### src/rtl/stepper_pkg.sv
// Shared definitions for the unipolar stepper driver: mode encodings,
// the 8-entry coil phase table and the (idx, mode) -> coils lookup.
package stepper_pkg;

  typedef enum logic [1:0] {
    MODE_WAVE = 2'b00,
    MODE_FULL = 2'b01,
    MODE_HALF = 2'b10,
    MODE_HOLD = 2'b11
  } mode_e;

  // Entry 0 sits in the low nibble; patterns are {A, B, A', B'}.
  localparam logic [7:0][3:0] PHASE_TABLE = {
    4'b1001, 4'b0001, 4'b0011, 4'b0010,
    4'b0110, 4'b0100, 4'b1100, 4'b1000
  };

  // Wave uses the even (single-coil) entries, full the odd (two-coil) ones,
  // so either mode lands on a valid pattern whatever idx currently holds.
  function automatic logic [3:0] phase_pattern(input logic [2:0] idx, input mode_e mode);
    logic [2:0] sel;
    case (mode)
      MODE_WAVE: sel = idx & 3'b110;
      MODE_FULL: sel = idx | 3'b001;
      default:   sel = idx;
    endcase
    return PHASE_TABLE[sel];
  endfunction

endpackage

### src/rtl/step_rate_timer.sv
// Minimum step spacing timer: counts up to STEP_PERIOD-1 and holds there
// (ready) until restarted by an executed step.
module step_rate_timer #(
  parameter int STEP_PERIOD = 100_000
) (
  input  logic clk,
  input  logic rst_n,
  input  logic restart,
  output logic ready
);

  localparam int CW = (STEP_PERIOD > 1) ? $clog2(STEP_PERIOD) : 1;
  localparam logic [CW-1:0] LAST = CW'(STEP_PERIOD - 1);

  logic [CW-1:0] cnt_q, cnt_d;

  always_comb begin
    cnt_d = cnt_q;
    if (restart) begin
      cnt_d = '0;
    end else if (cnt_q != LAST) begin
      cnt_d = cnt_q + CW'(1);
    end
  end

  always_ff @(posedge clk or negedge rst_n) begin
    if (!rst_n) begin
      cnt_q <= '0;
    end else begin
      cnt_q <= cnt_d;
    end
  end

  assign ready = (cnt_q == LAST);

endmodule

### src/rtl/stepper_pap_uni_driver.sv
// Unipolar stepper coil driver: accumulates encoder step requests as a signed
// backlog and executes them at a bounded rate in wave, full or half-step mode.
module stepper_pap_uni_driver
  import stepper_pkg::*;
#(
  parameter int STEP_PERIOD = 100_000,
  parameter int PEND_W      = 5,
  parameter int POS_W       = 16
) (
  input  logic                     clk,
  input  logic                     rst_n,
  input  logic                     step_req,
  input  logic                     dir,
  input  logic [1:0]               mode,
  input  logic                     drv_en,
  input  logic                     clr_ovf,
  output logic [3:0]               coils,
  output logic signed [POS_W-1:0]  position,
  output logic signed [PEND_W-1:0] pending,
  output logic                     busy,
  output logic                     overflow
);

  localparam int PEND_MAX_I = (2 ** (PEND_W - 1)) - 1;
  localparam logic signed [PEND_W:0] PEND_MAX = PEND_MAX_I[PEND_W:0];
  localparam logic signed [PEND_W:0] PEND_MIN = -PEND_MAX;
  localparam logic signed [PEND_W:0] ONE_EXT  = {{PEND_W{1'b0}}, 1'b1};

  logic [2:0]               idx_q, idx_d;
  logic signed [POS_W-1:0]  pos_q, pos_d;
  logic signed [PEND_W-1:0] pend_q, pend_d;
  logic                     ovf_q, ovf_d;
  logic [3:0]               coils_q, coils_d;

  mode_e                    mode_s;
  logic                     ready;
  logic                     exec;
  logic                     pend_neg;
  logic [2:0]               step_mag;
  logic signed [PEND_W:0]   exec_delta;
  logic signed [PEND_W:0]   req_delta;
  logic signed [PEND_W:0]   base;
  logic signed [PEND_W:0]   sum;
  logic                     drop;

  step_rate_timer #(
    .STEP_PERIOD(STEP_PERIOD)
  ) u_timer (
    .clk    (clk),
    .rst_n  (rst_n),
    .restart(exec),
    .ready  (ready)
  );

  always_comb begin
    mode_s     = mode_e'(mode);
    pend_neg   = pend_q[PEND_W-1];
    exec       = ready & (pend_q != '0) & drv_en & (mode_s != MODE_HOLD);
    step_mag   = (mode_s == MODE_HALF) ? 3'd1 : 3'd2;

    idx_d      = idx_q;
    pos_d      = pos_q;
    exec_delta = '0;
    if (exec) begin
      idx_d      = pend_neg ? (idx_q - step_mag) : (idx_q + step_mag);
      pos_d      = pend_neg ? (pos_q - POS_W'(1)) : (pos_q + POS_W'(1));
      exec_delta = pend_neg ? '1 : ONE_EXT;
    end

    req_delta = '0;
    if (step_req) begin
      req_delta = dir ? ONE_EXT : '1;
    end

    // Executing a step only ever moves toward zero, so a drop can only
    // come from the incoming request pushing past the clamp.
    base   = {pend_q[PEND_W-1], pend_q} - exec_delta;
    sum    = base + req_delta;
    drop   = (sum > PEND_MAX) || (sum < PEND_MIN);
    pend_d = drop ? base[PEND_W-1:0] : sum[PEND_W-1:0];
    ovf_d  = drop | (ovf_q & ~clr_ovf);

    coils_d = (mode_s == MODE_HOLD) ? coils_q : phase_pattern(idx_d, mode_s);
  end

  always_ff @(posedge clk or negedge rst_n) begin
    if (!rst_n) begin
      idx_q   <= '0;
      pos_q   <= '0;
      pend_q  <= '0;
      ovf_q   <= 1'b0;
      coils_q <= '0;
    end else begin
      idx_q   <= idx_d;
      pos_q   <= pos_d;
      pend_q  <= pend_d;
      ovf_q   <= ovf_d;
      coils_q <= coils_d;
    end
  end

  // Coils come straight from a cleared-by-reset flop, so reset drops them
  // to 0000 without passing through any intermediate pattern.
  assign coils    = drv_en ? coils_q : 4'b0000;
  assign position = pos_q;
  assign pending  = pend_q;
  assign busy     = (pend_q != '0);
  assign overflow = ovf_q;

endmodule
### config.mk
export PLATFORM = sky130hd
export DESIGN_NAME = stepper_pap_uni_driver
export DESIGN_NICKNAME = d
export VERILOG_FILES = /design/src/rtl/stepper_pkg.sv /design/src/rtl/step_rate_timer.sv /design/src/rtl/stepper_pap_uni_driver.sv
export SDC_FILE = /design/constraint.sdc
export NUM_CORES = 1
export LEC_CHECK = 0
export CORE_UTILIZATION = 58
export DETAILED_ROUTE_END_ITERATION = 10
export GPL_ROUTABILITY_DRIVEN = 0
export GPL_TIMING_DRIVEN = 0
export PLACE_DENSITY = 0.8
export SLEW_MARGIN = 20
export SYNTH_ARGS = -nofsm -noshare
export SYNTH_HDL_FRONTEND = slang
export SYNTH_SLANG_ARGS = --single-unit
export TNS_END_PERCENT = 1
### constraint.sdc
create_clock -name clk -period 5.8 [get_ports clk]
set_clock_uncertainty 0.05 [all_clocks]
set_input_delay 0.87 -clock clk [delete_from_list [all_inputs] [get_ports clk]]
set_output_delay 0.87 -clock clk [all_outputs]
set_load 0.005 [all_outputs]
==> run_results.csv <==
group,metric,value,unit
timing,timing.fmax,0.192,GHz
detailed_routing,vias,3045,
worst_setup_path,path_cells,"clkdlybuf4s50_1, nand2_1, o211ai_2, or3_4, clkinv_2, ha_1, inv_1, fa_1, xnor2_1, inv_1, ha_1, nor2b_1, o21ai_0, a21boi_0, nor2_2, o21a_1, mux4_2, nor3_2",
clocking,worstSkewPairLatency,0.30,ns
worst_setup_path,required,5.98,ns
clocking,h-tree-depth,2,
floorplan,fp.dieH,79.6,um
yosys,synth_area_leader_cell,"dfrtp_1",
yosys,syn_nets,428,
detailed_routing,drc,0,
detailed_routing,wl_met1,3780,um
placed_design,place_ws,-0.208,ns
worst_setup_path,worst_ep_arrival_time,5.39,ns
clocking,cts_hold_buf,0,
clocking,clock_path_buffers,2,
grt,antenna_found_initial,0,
yosys,synth_edf_count,0,
worst_setup_path,worstSetupEndpointType,"flop",
yosys,post_synth.cell_area_avg,8.96,um2
clocking,numCtsBuffers,5,
timing,worst_pin_slew,0.667,ns
floorplan,rows,27,
worst_setup_path,critical_path_class,"in2reg",
timing,finalHoldViolations,0,
cells_and_area,area_growth,15.8,%
worst_setup_path,startpoint_type,"input port",
floorplan,die_area,6340,um2
outcome,status,"finished clean",
timing,fin_crit,5.22,ns
timing,finalCritPeriodShare,89.9,%
pwr,power,2.36,mW
placed_design,place_area,3930,um2
worst_setup_path,critPathMaxStageDelay,0.46,ns
detailed_routing,routed.top_layer,"met4",
timing,finalWorstSetupSlack,0.585,ns
grt,gr-total-overflow,0,
yosys,synthCells,390,
floorplan,die_w,79.6,um
detailed_routing,wl_per_cell,15.4,um
yosys,synth.distinct_cells,59,
worst_setup_path,path_max_fanout,14,
min_path,hold_class,"reg2reg",
cells_and_area,fin_cells,503,
timing,rsz0062_at_grt,"false",
worst_setup_path,crit_buf_inv,4,
detailed_routing,routed_via_density,6.05,
grt,grtUsageTotal,26.6,%
yosys,yosys_most_used_dff,"dfrtp_1",
timing,final.setup.tns,0,ns
placed_design,placedCellCount,496,
pwr,vdd_drop_max,0.000523,V
placed_design,dp_hpwl,5730,um
yosys,synth_warnings,0,
timing,finalHoldWorstSlack,0.439,ns
yosys,synth_top_area_share,32.9,%
pwr,powerDensity,583,nW/um2
timing,maxSlewViolCount,0,
detailed_routing,firstDrtPassIters,4,
pwr,p_leak,1.81,nW
cells_and_area,fin_area,4050,um2
yosys,synth_area,3490,um2
detailed_routing,antenna_left,0,
detailed_routing,drt-initial-drc-count,171,
detailed_routing,met2WireLength,3550,um
timing,finalSetupViolCount,0,
worst_setup_path,cp_slowest_cell,"clkdlybuf4s50_1",
clocking,clkTransAtPathRegs,0.09,ns
cells_and_area,drive_gt1_share,6.96,%
grt,grt_pass1_wl,13200,um
yosys,synth-seq-cells,46,
floorplan,io_pins,35,
run,drv_cap,0,
cells_and_area,n_antenna_cell,0,
clocking,cts_tree,"done",
clocking,cts-root-buf,"clkbuf_8",
floorplan,start_util,61.9,%
detailed_routing,totalWireLength,7740,um
yosys,synth_area_leaders,"dfrtp_1 (33%), ha_1 (9.3%), nand2_1 (4.6%), xnor2_1 (4.3%), o21ai_0 (3.9%)",
floorplan,core-area,5640,um2
cells_and_area,fin_util,71.7,%
timing,max_slew_margin,54.2,%
worst_setup_path,crit_family,"simple AND/OR/NAND/NOR gates",
cells_and_area,nets,468,
yosys,postSynth.asyncResetShare,100,%
clocking,cts_sinks,46,
detailed_routing,wl_met3,329,um
grt,grt_pass1_vias,2829,
yosys,ys_seq_area_share,32.9,%
placed_design,portBuffers,33,
grt,grt_max_degree,25,
==> registers in the layout, summed over array words and instances, names as in the netlist <==
register and cells:
idx_q 3, position 16, overflow 1, u_timer.cnt_q 17, coils_q 4, pending 5
==> layer usage <==
layer  up-vias  global-route usage, %
li1       1494                      -
met1      1457                   38.1
met2        85                   42.0
met3         9                   4.57
met4         0                   6.36
met5         -                      0
==> layout make-up <==
type | instances | area, um2
Multi-Input combinational cell | 312 | 2220
Fill cell | 441 | 1600
Sequential cell | 46 | 1150
Timing Repair Buffer | 34 | 345
Tap cell | 72 | 90.1
Inverter | 22 | 83.8
Clock buffer | 6 | 72.6
Buffer | 9 | 41.3
Clock inverter | 2 | 37.5
==> power by group <==
group	total [mW]	switching [mW]	internal [mW]
Clock	0.243	0.114	0.129
Combinational	1.55	0.810	0.741
Sequential	0.565	0.124	0.441
Total	2.36	1.05	1.31
==> worst paths after layout <==
check                                  start           end  slack, ns  cells after the start
worst min-delay path            position[15]  position[15]       0.44                      1
worst max register to register    pending[4]    pending[1]       0.75                     17
min in group asynchronous              rst_n  position[12]       0.50                      1
worst max-delay path                 mode[0]    pending[1]       0.58                     18
worst min register to register  position[15]  position[15]       0.44                      1
max in group asynchronous              rst_n    pending[4]       4.67                      2
==> worst reg2reg max path: cells and delay by family, from the launching register on <==
kind / cells / cell delay [ns]
adder cells (fa/ha/maj): 3 / 0.94
buffers and inverters: 4 / 0.73
flip-flops: 1 / 0.58
AO/OA/AOI/OAI: 4 / 0.94
multiplexers: 1 / 0.33
XOR/XNOR: 1 / 0.30
AND/OR/NAND/NOR: 4 / 1.14
==> timing repair <==
item,CTS,global route
setup endpoints to repair,0,6
buffers inserted,0,0
resized for setup,0,3
==> Yosys cell counts, types with 3 or more instances <==
master	count
a22o_1	3
xor2_1	8
o211ai_1	4
a31oi_1	3
a21oi_1	19
a21o_1	8
a211o_1	3
nand3_1	19
ha_1	26
dfrtp_1	46
or3_1	5
and2_1	6
nand2b_1	3
nand2_1	43
nor3_1	4
a21boi_0	4
nor2b_1	7
nor4_1	4
clkbuf_1	9
nor3b_1	3
inv_1	21
and3_1	8
fa_1	4
nor2_1	27
o21a_1	10
nand4_1	5
o21ai_0	27
o31ai_1	3
xnor2_1	17
mux2i_1	5
==> cells by family (layout without fill, tap and decap cells) <==
group / after synthesis / count (layout) / share of synthesized area (%)
buffers and inverters: 32 / 73 / 3.69
adder cells (fa/ha/maj): 30 / 30 / 11.6
multiplexers: 8 / 8 / 3.47
XOR/XNOR: 26 / 26 / 6.91
AO/OA/AOI/OAI: 98 / 98 / 18.6
flip-flops: 46 / 46 / 32.9
AND/OR/NAND/NOR: 150 / 150 / 22.8
==> layout by cell type (no fill, tap or decap), drive strengths merged, types with 4 or more instances in the layout <==
cell | netlist | routed
a21boi | 4 | 4
a21oi | 19 | 19
clkbuf | 9 | 14
nor3 | 6 | 6
and2 | 6 | 6
xor2 | 8 | 8
nand4 | 6 | 6
ha | 26 | 26
inv | 21 | 21
nor2b | 7 | 7
nand2 | 43 | 43
o211ai | 5 | 5
or3 | 7 | 7
xnor2 | 17 | 17
clkdlybuf4s50 | 0 | 32
nor2 | 27 | 27
and3 | 8 | 8
mux2i | 5 | 5
fa | 4 | 4
a21o | 8 | 8
o21ai | 28 | 28
nor4 | 4 | 4
dfrtp | 46 | 46
nand3 | 20 | 20
o21a | 10 | 10
Note: power is estimated with default switching activity, not from simulation.
